### src/rtl/bcd_adder_display_if.sv
// Operand/result bundle between the switch/key front end and the BCD adder display block.
interface bcd_adder_display_if #(
    parameter int WIDTH  = 8,
    parameter int DIGITS = 3
);
    logic                  start;
    logic [WIDTH-1:0]      a;
    logic [WIDTH-1:0]      b;
    logic                  cin;
    logic                  busy;
    logic                  done;
    logic [WIDTH:0]        sum_bin;
    logic                  overflow;
    logic [7*DIGITS-1:0]   hex;

    modport master (
        output start, a, b, cin,
        input  busy, done, sum_bin, overflow, hex
    );

    modport slave (
        input  start, a, b, cin,
        output busy, done, sum_bin, overflow, hex
    );
endinterface

### src/rtl/bcd_adder_display.sv
// Adds two unsigned operands plus carry-in, converts the sum to BCD one bit per clock
// (shift-add-3) and drives DIGITS active-low seven-segment fields from registered outputs.
module bcd_adder_display #(
    parameter int WIDTH      = 8,
    parameter int DIGITS     = 3,
    parameter int LEAD_BLANK = 1
) (
    input logic               clk,
    input logic               rst,
    bcd_adder_display_if.slave bus
);
    localparam int SW    = WIDTH + 1;
    localparam int BW    = 4 * DIGITS;
    localparam int HW    = 7 * DIGITS;
    localparam int CNT_W = $clog2(WIDTH + 2);

    localparam logic [6:0] SEG_BLANK = 7'b1111111;
    localparam logic [6:0] SEG_DASH  = 7'b1111110;

    typedef enum logic [1:0] {IDLE, CONV, DONE} state_t;

    state_t            state;
    logic [SW-1:0]     shreg;
    logic [SW-1:0]     sum_reg;
    logic [BW-1:0]     bcd;
    logic [BW-1:0]     bcd_adj;
    logic [CNT_W-1:0]  cnt;
    logic              lost;
    logic              fin_ovf;

    logic              busy_r;
    logic              done_r;
    logic [SW-1:0]     sum_bin_r;
    logic              overflow_r;
    logic [HW-1:0]     hex_r;

    function automatic logic [BW-1:0] add3(input logic [BW-1:0] v);
        logic [BW-1:0] r;
        r = v;
        for (int k = 0; k < DIGITS; k++) begin
            if (r[4*k +: 4] >= 4'd5)
                r[4*k +: 4] = r[4*k +: 4] + 4'd3;
        end
        return r;
    endfunction

    function automatic logic bad_nibble(input logic [BW-1:0] v);
        logic r;
        r = 1'b0;
        for (int k = 0; k < DIGITS; k++) begin
            if (v[4*k +: 4] > 4'd9)
                r = 1'b1;
        end
        return r;
    endfunction

    function automatic logic [6:0] seg(input logic [3:0] d);
        logic [6:0] r;
        case (d)
            4'd0:    r = 7'b0000001;
            4'd1:    r = 7'b1001111;
            4'd2:    r = 7'b0010010;
            4'd3:    r = 7'b0000110;
            4'd4:    r = 7'b1001100;
            4'd5:    r = 7'b0100100;
            4'd6:    r = 7'b0100000;
            4'd7:    r = 7'b0001111;
            4'd8:    r = 7'b0000000;
            4'd9:    r = 7'b0000100;
            default: r = SEG_BLANK;
        endcase
        return r;
    endfunction

    // Walk from the most significant digit down so "all higher digits zero" is a running AND.
    function automatic logic [HW-1:0] render(input logic [BW-1:0] v, input logic ovf);
        logic [HW-1:0] r;
        logic          lead;
        r    = '1;
        lead = 1'b1;
        for (int k = DIGITS - 1; k >= 0; k--) begin
            lead = lead && (v[4*k +: 4] == 4'd0);
            if (ovf)
                r[7*k +: 7] = SEG_DASH;
            else if ((LEAD_BLANK != 0) && lead && (k != 0))
                r[7*k +: 7] = SEG_BLANK;
            else
                r[7*k +: 7] = seg(v[4*k +: 4]);
        end
        return r;
    endfunction

    always_comb begin
        bcd_adj = add3(bcd);
        fin_ovf = lost | bad_nibble(bcd);
    end

    always_ff @(posedge clk) begin
        if (rst) begin
            state      <= IDLE;
            shreg      <= '0;
            sum_reg    <= '0;
            bcd        <= '0;
            cnt        <= '0;
            lost       <= 1'b0;
            busy_r     <= 1'b0;
            done_r     <= 1'b0;
            sum_bin_r  <= '0;
            overflow_r <= 1'b0;
            hex_r      <= render('0, 1'b0);
        end else begin
            case (state)
                IDLE: begin
                    done_r <= 1'b0;
                    if (bus.start) begin
                        sum_reg <= {1'b0, bus.a} + {1'b0, bus.b} + {{WIDTH{1'b0}}, bus.cin};
                        shreg   <= {1'b0, bus.a} + {1'b0, bus.b} + {{WIDTH{1'b0}}, bus.cin};
                        bcd     <= '0;
                        lost    <= 1'b0;
                        cnt     <= CNT_W'(WIDTH + 1);
                        busy_r  <= 1'b1;
                        state   <= CONV;
                    end
                end
                CONV: begin
                    // A 1 leaving the top nibble means the value needs more than DIGITS digits.
                    {bcd, shreg} <= {bcd_adj[BW-2:0], shreg, 1'b0};
                    lost         <= lost | bcd_adj[BW-1];
                    cnt          <= cnt - CNT_W'(1);
                    if (cnt == CNT_W'(1))
                        state <= DONE;
                end
                DONE: begin
                    sum_bin_r  <= sum_reg;
                    overflow_r <= fin_ovf;
                    hex_r      <= render(bcd, fin_ovf);
                    busy_r     <= 1'b0;
                    done_r     <= 1'b1;
                    state      <= IDLE;
                end
                default: state <= IDLE;
            endcase
        end
    end

    assign bus.busy     = busy_r;
    assign bus.done     = done_r;
    assign bus.sum_bin  = sum_bin_r;
    assign bus.overflow = overflow_r;
    assign bus.hex      = hex_r;
endmodule
### src/flat_wrapper.sv
// flat-port wrapper written by rule: the top's interface ports become plain ports
module bcd_adder_display_flat 
#(
    parameter int WIDTH      = 8,
    parameter int DIGITS     = 3,
    parameter int LEAD_BLANK = 1
)
  (clk, rst, bus_start, bus_a, bus_b, bus_cin, bus_busy, bus_done, bus_sum_bin, bus_overflow, bus_hex);
  bcd_adder_display_if #(.WIDTH(WIDTH), .DIGITS(DIGITS)) bus_i ();
  input logic clk;
  input logic rst;
  input wire logic [$bits(bus_i.start)-1:0] bus_start;
  input wire logic [$bits(bus_i.a)-1:0] bus_a;
  input wire logic [$bits(bus_i.b)-1:0] bus_b;
  input wire logic [$bits(bus_i.cin)-1:0] bus_cin;
  output wire logic [$bits(bus_i.busy)-1:0] bus_busy;
  output wire logic [$bits(bus_i.done)-1:0] bus_done;
  output wire logic [$bits(bus_i.sum_bin)-1:0] bus_sum_bin;
  output wire logic [$bits(bus_i.overflow)-1:0] bus_overflow;
  output wire logic [$bits(bus_i.hex)-1:0] bus_hex;
  assign bus_i.start = bus_start;
  assign bus_i.a = bus_a;
  assign bus_i.b = bus_b;
  assign bus_i.cin = bus_cin;
  assign bus_busy = bus_i.busy;
  assign bus_done = bus_i.done;
  assign bus_sum_bin = bus_i.sum_bin;
  assign bus_overflow = bus_i.overflow;
  assign bus_hex = bus_i.hex;
  bcd_adder_display #(.WIDTH(WIDTH), .DIGITS(DIGITS), .LEAD_BLANK(LEAD_BLANK)) u_core (.clk(clk), .rst(rst), .bus(bus_i));
endmodule
### config.mk
export PLATFORM = sky130hd
export DESIGN_NAME = bcd_adder_display_flat
export DESIGN_NICKNAME = d
export VERILOG_FILES = /design/src/rtl/bcd_adder_display_if.sv /design/src/rtl/bcd_adder_display.sv /design/src/flat_wrapper.sv
export SDC_FILE = /design/constraint.sdc
export NUM_CORES = 1
export LEC_CHECK = 0
export CELL_PAD_IN_SITES_DETAIL_PLACEMENT = 0
export CELL_PAD_IN_SITES_GLOBAL_PLACEMENT = 1
export CORE_UTILIZATION = 25
export DETAILED_ROUTE_END_ITERATION = 16
export GPL_ROUTABILITY_DRIVEN = 1
export PLACE_DENSITY_LB_ADDON = 0.1
export SLEW_MARGIN = 20
export SYNTH_ARGS = -nofsm -noshare
export SYNTH_HDL_FRONTEND = slang
export SYNTH_SLANG_ARGS = --single-unit
export TNS_END_PERCENT = 100
### constraint.sdc
create_clock -name clk -period 6.5 [get_ports clk]
set_input_delay 1.3 -clock clk [delete_from_list [all_inputs] [get_ports clk]]
set_output_delay 1.3 -clock clk [all_outputs]
set_load 0.03 [all_outputs]
# --- Yosys cells after proc, flatten, opt, wreduce, memory -nomap -nowiden ---
# Memory sizes are Yosys's and may differ from the RTL's. A register that Yosys moved wholly into a read port is not among the register bits.
# Cells that the tools add are included.
# Widths: inputs -> output; s select.
totals:
  word_cells: 74
  reg_bits: 70
  latch_bits: 0
  input_bits: 20
  memories: 3
  mem_bits_rw: 0
  rom_bits: 336
memory_table:
  columns: ["name", "depth", "word_bits", "rd", "rd_clocked_by_memory_dff", "wr", "line_no", "text"]
  rows:
  - ["(name not given)", 16, 7, 1, 1, 0, "bcd_adder_display.sv:59", "case (d)"]
  - ["(name not given)", 16, 7, 1, 1, 0, "bcd_adder_display.sv:59", null]
  - ["(name not given)", 16, 7, 1, 1, 0, "bcd_adder_display.sv:59", null]
op_classes:
  n_lt_le_gt_ge: 6
  n_bitwise: 2
  mux: 31
  n_mul: 0
  div: 0
  shift: 0
  addsub: 6
  n_eq_ne: 5
  n_reduce_logical: 10
ops:
  columns: ["cell", "count"]
  rows:
  - ["$mux 4", 10]
  - ["$mux 7", 5]
  - ["$pmux 12 s2", 1]
  - ["$pmux 9 s2", 1]
  - ["$add 4x2->4 const B", 3]
  - ["$ge 4x3->1 const B", 3]
  - ["$gt 4x4->1 const B", 3]
  - ["$mux 12", 1]
  - ["$add 8x8->9", 1]
  - ["$add 9x1->9", 1]
  - ["$mux 9", 1]
  - ["$logic_not 4->1", 2]
  - ["$pmux 4 s2", 1]
  - ["$reduce_and 2->1", 4]
  - ["$pmux 1 s2", 3]
  - ["$mux 1", 5]
  - ["$eq 4x1->1 const B", 1]
  - ["$mux 2", 2]
  - ["$pmux 2 s2", 1]
  - ["$reduce_bool 2->1", 2]
  - ["$sub 4x1->4 const B", 1]
  - ["$eq 2x1->1 const B", 1]
  - ["$eq 2x2->1 const B", 1]
  - ["$logic_not 2->1", 1]
  - ["4 further kinds", 5]

# --- Logic depth before layout (Yosys ltp) ---
logic_depth:
  word_depth: 6
  mapped_depth: 12
  depth_no_buf: 12

# --- Least setup slack after synthesis ---
# Ideal clock, no wire load.
synth_path:
  path_kind: "input to register"
  startpoint: "input port bus_cin"
  endpoint: "register u_core.sum_reg[6]"
  required_ps: 6383
  slack_ps: 3415
  setup_time_ps: 117
  arrival_time_ps: 2969
  path_buffers: 0
  path_stages: 7
  path_cell_list: "fa_1 fa_1 a21oi_1 o21ai_0 a21o_1 xor2_1 a22o_1"
synth_via:
  elab_chain_len: 1
synth_rtl:
  columns: ["element", "line_no", "text"]
  rows:
  - ["from (decl)", "flat_wrapper.sv:15", "input wire logic [$bits(bus_i.cin)-1:0] bus_cin;"]
  - ["$add 9x1->9", "bcd_adder_display.sv:116", "sum_reg <= {1'b0, bus.a} + {1'b0, bus.b} + {{WIDTH{1'b0}}, bus.cin};"]
  - ["to (signal assigned)", "bcd_adder_display.sv:116", null]
  - ["to (decl)", "bcd_adder_display.sv:24", "logic [SW-1:0] sum_reg;"]
# Every way passes these cells.
# A chain may end at the register's enable or synchronous reset.

==> impl_metrics.ini <==
[clock_network]
root_buffer = clkbuf_16
post_cts_buffers = 0
clock_latency_ns = 0.35
cts_resized = 0
clkSinkCount = 91
ctsHoldBuffers = 0
clkTransAtPathRegs_ns = 0.07
cts_tree = built
cts_made_buffers = 9
cts_max_level = 3
clock_path_buffers = 2

[timing]
tightest_slew_ns = 0.963
maxSlewHeadroom_pct = 35.7
fin_skew_ns = 0.00512
fmaxAchievable_ghz = 0.295
post-route-period-util_pct = 52.2
drv_slew = 0
grt_setup_unrepaired = no
fin_setup_tns_ns = 0
finalHoldViolCount = 0
setup_viol_count_final = 0
min_period_ns = 3.40

[power_and_ir_drop]
seqPwrFrac_pct = 46.4
clkPwrFrac_pct = 41.9
swShare_pct = 26.5
cellPowerDensity_nw_per_um2 = 237
netSwitchingPower_mw = 0.343
comb_power_share_pct = 11.6
ir_worst_vdd_mv = 0.137
leakage_nw = 2.15
p_int_mw = 0.950

[final_layout]
fin_cells = 770
final_common_cell = dfxtp_1
postLayoutCellArea_um2 = 5470
most-common-layout-cells = dfxtp_1 (91), nand2_1 (65), clkdlybuf4s50_1 (51)
fin_util_pct = 31.5
diodes = 0
layout.nets = 596
drive_gt1_share_pct = 8.26
area_growth_syn_to_layout_pct = 22.4

[synth]
ys_seq_elements = 91
synth_nets = 556
synth_edf_count = 0
ys_async_sr_fraction_pct = 0
synth.area.top_cells = dfxtp_1 (41%), ha_1 (9.5%), nand2_1 (5.5%)
synth_cell_types = 71
yosysWarnings = 0
synth_top_area_share_pct = 40.8
syn_avg_cell_area_um2 = 8.93
synth-seq-area-share_pct = 40.8
syn-instance-count = 500
netlist_area_um2 = 4470
synthFlopType = dfxtp_1
yosys.area.top_type = dfxtp_1

[worst_setup_path]
rr_startpoint = u_core.state[0]
crit_required_ns = 6.75
critPathCaptureType = flop
worst-r2r-cell-count = 10
crit_type = in -> reg
worstSetupStartpointType = input port
rrSetupSlack_ns = 3.47
cp_max_fo = 15
cp-startpoint = bus_start
arrival_ns = 3.64

[detailed_routing]
drc = 0
vias = 3672
drtPass1Iterations = 4
wire_per_inst_um = 15.2
finalWirelength_um = 11700
viasPerCell = 4.77
drt_iter0_drc = 149
antenna_left = 0

[hold_path]
min_path_cells = 2
holdPathEnd = u_core.bus.hex[0]
min_path_type = reg -> reg

[global_route]
grt_util_all_layers_pct = 13.6
grt_pass1_vias = 3591
antenna_found_initial = 0
gr-total-overflow = 0
grt_max_degree = 56
grt_pass1_wl_um = 19100

[die]
core_area_um2 = 17400
io_pins = 53
dieArea_um2 = 18400
die_y_um = 136
start_util_pct = 25.7
rows = 48
fp.dieW_um = 136

[job]
drv_cap = 0

[placed_design]
port_buffers = 52
place_congestion = 0.788
dp_hpwl_um = 8210
placed_area_um2 = 5160
dp.cells = 754

[outcome]
status = complete, no violations
## worst max-delay path, cell delays in order
cell	delay, ns
clkdlybuf4s50_1	0.53
o21bai_2	0.66
nand3_1	0.14
o211a_1	0.21
inv_1	0.17
ha_1	0.17
nor2_1	0.04
a32oi_1	0.20
a21bo_1	0.22
## per-stage QoR
stage	hold WS, ns	setup slack [ns]	power [mW]
floorplan	0.416	3.41	0.713
global placement	0.424	2.75	0.766
detailed placement	0.427	2.72	0.766
CTS	0.442	3.10	1.32
global route	0.463	2.90	1.36
finish	0.443	3.10	1.29
## cells by family after synthesis
group / after synthesis / share of synthesized area, %
flops: 91 / 40.8
simple gates: 157 / 17.8
xor+xnor: 6 / 1.18
fa+ha+maj: 36 / 10.4
compound gates: 150 / 23.9
mux: 1 / 0.252
buf+inv: 59 / 5.60
## final cells by class
class / instances / area [µm²]
fillers: 1803 / 11900
multi-input cells: 350 / 2400
flip-flops and latches: 91 / 1820
repair buffers: 55 / 538
well taps: 225 / 282
clock buffers: 10 / 239
inverters: 33 / 124
clock inverters: 6 / 65.1
## routing by layer
metal	routed length (µm)	part of all wire (%)	global-route usage, %	vias up
met5	0	0	0	-
met4	209	1.8	5.74	0
met3	367	3.1	2.92	12
met2	5370	46	21.5	65
met1	5790	49	17.9	1725
li1	-	-	-	1870
## power groups by stage
stage	logic [mW]	registers (mW)	clock network [mW]
after floorplan	0.102	0.611	0
after global placement	0.153	0.613	0
after detailed placement	0.153	0.614	0
after CTS	0.153	0.601	0.562
after global routing	0.169	0.604	0.584
final	0.150	0.601	0.542
## synth_stat cells (4+ instances only)
cell type / number
o2111ai_1: 4
inv_1: 29
nor2b_1: 6
nor2_1: 24
o21ai_0: 15
o21a_1: 4
clkbuf_1: 12
o221a_2: 7
inv_2: 4
a211oi_1: 6
dfxtp_1: 91
or2_1: 4
nor3_1: 12
a311oi_1: 5
nand2b_1: 4
a21oi_1: 45
nand3_1: 10
ha_1: 34
a22o_1: 6
o211ai_1: 5
nor3b_1: 4
a31oi_1: 4
o22ai_1: 14
a22oi_1: 6
or3_1: 4
buf_2: 8
xor2_1: 4
nand2_1: 65
## how the worst max path moves through the flow
stage / endpoint / slack (ns) / depth (start not counted)
after CTS: flop / 3.10 / 9
after floorplan: u_core.sum_reg[6] / 3.41 / 7
after global placement: flop / 2.75 / 9
final: flop / 3.10 / 9
after global routing: flop / 2.90 / 9
after detailed placement: flop / 2.72 / 9
Note: power is estimated with default switching activity, not from simulation.
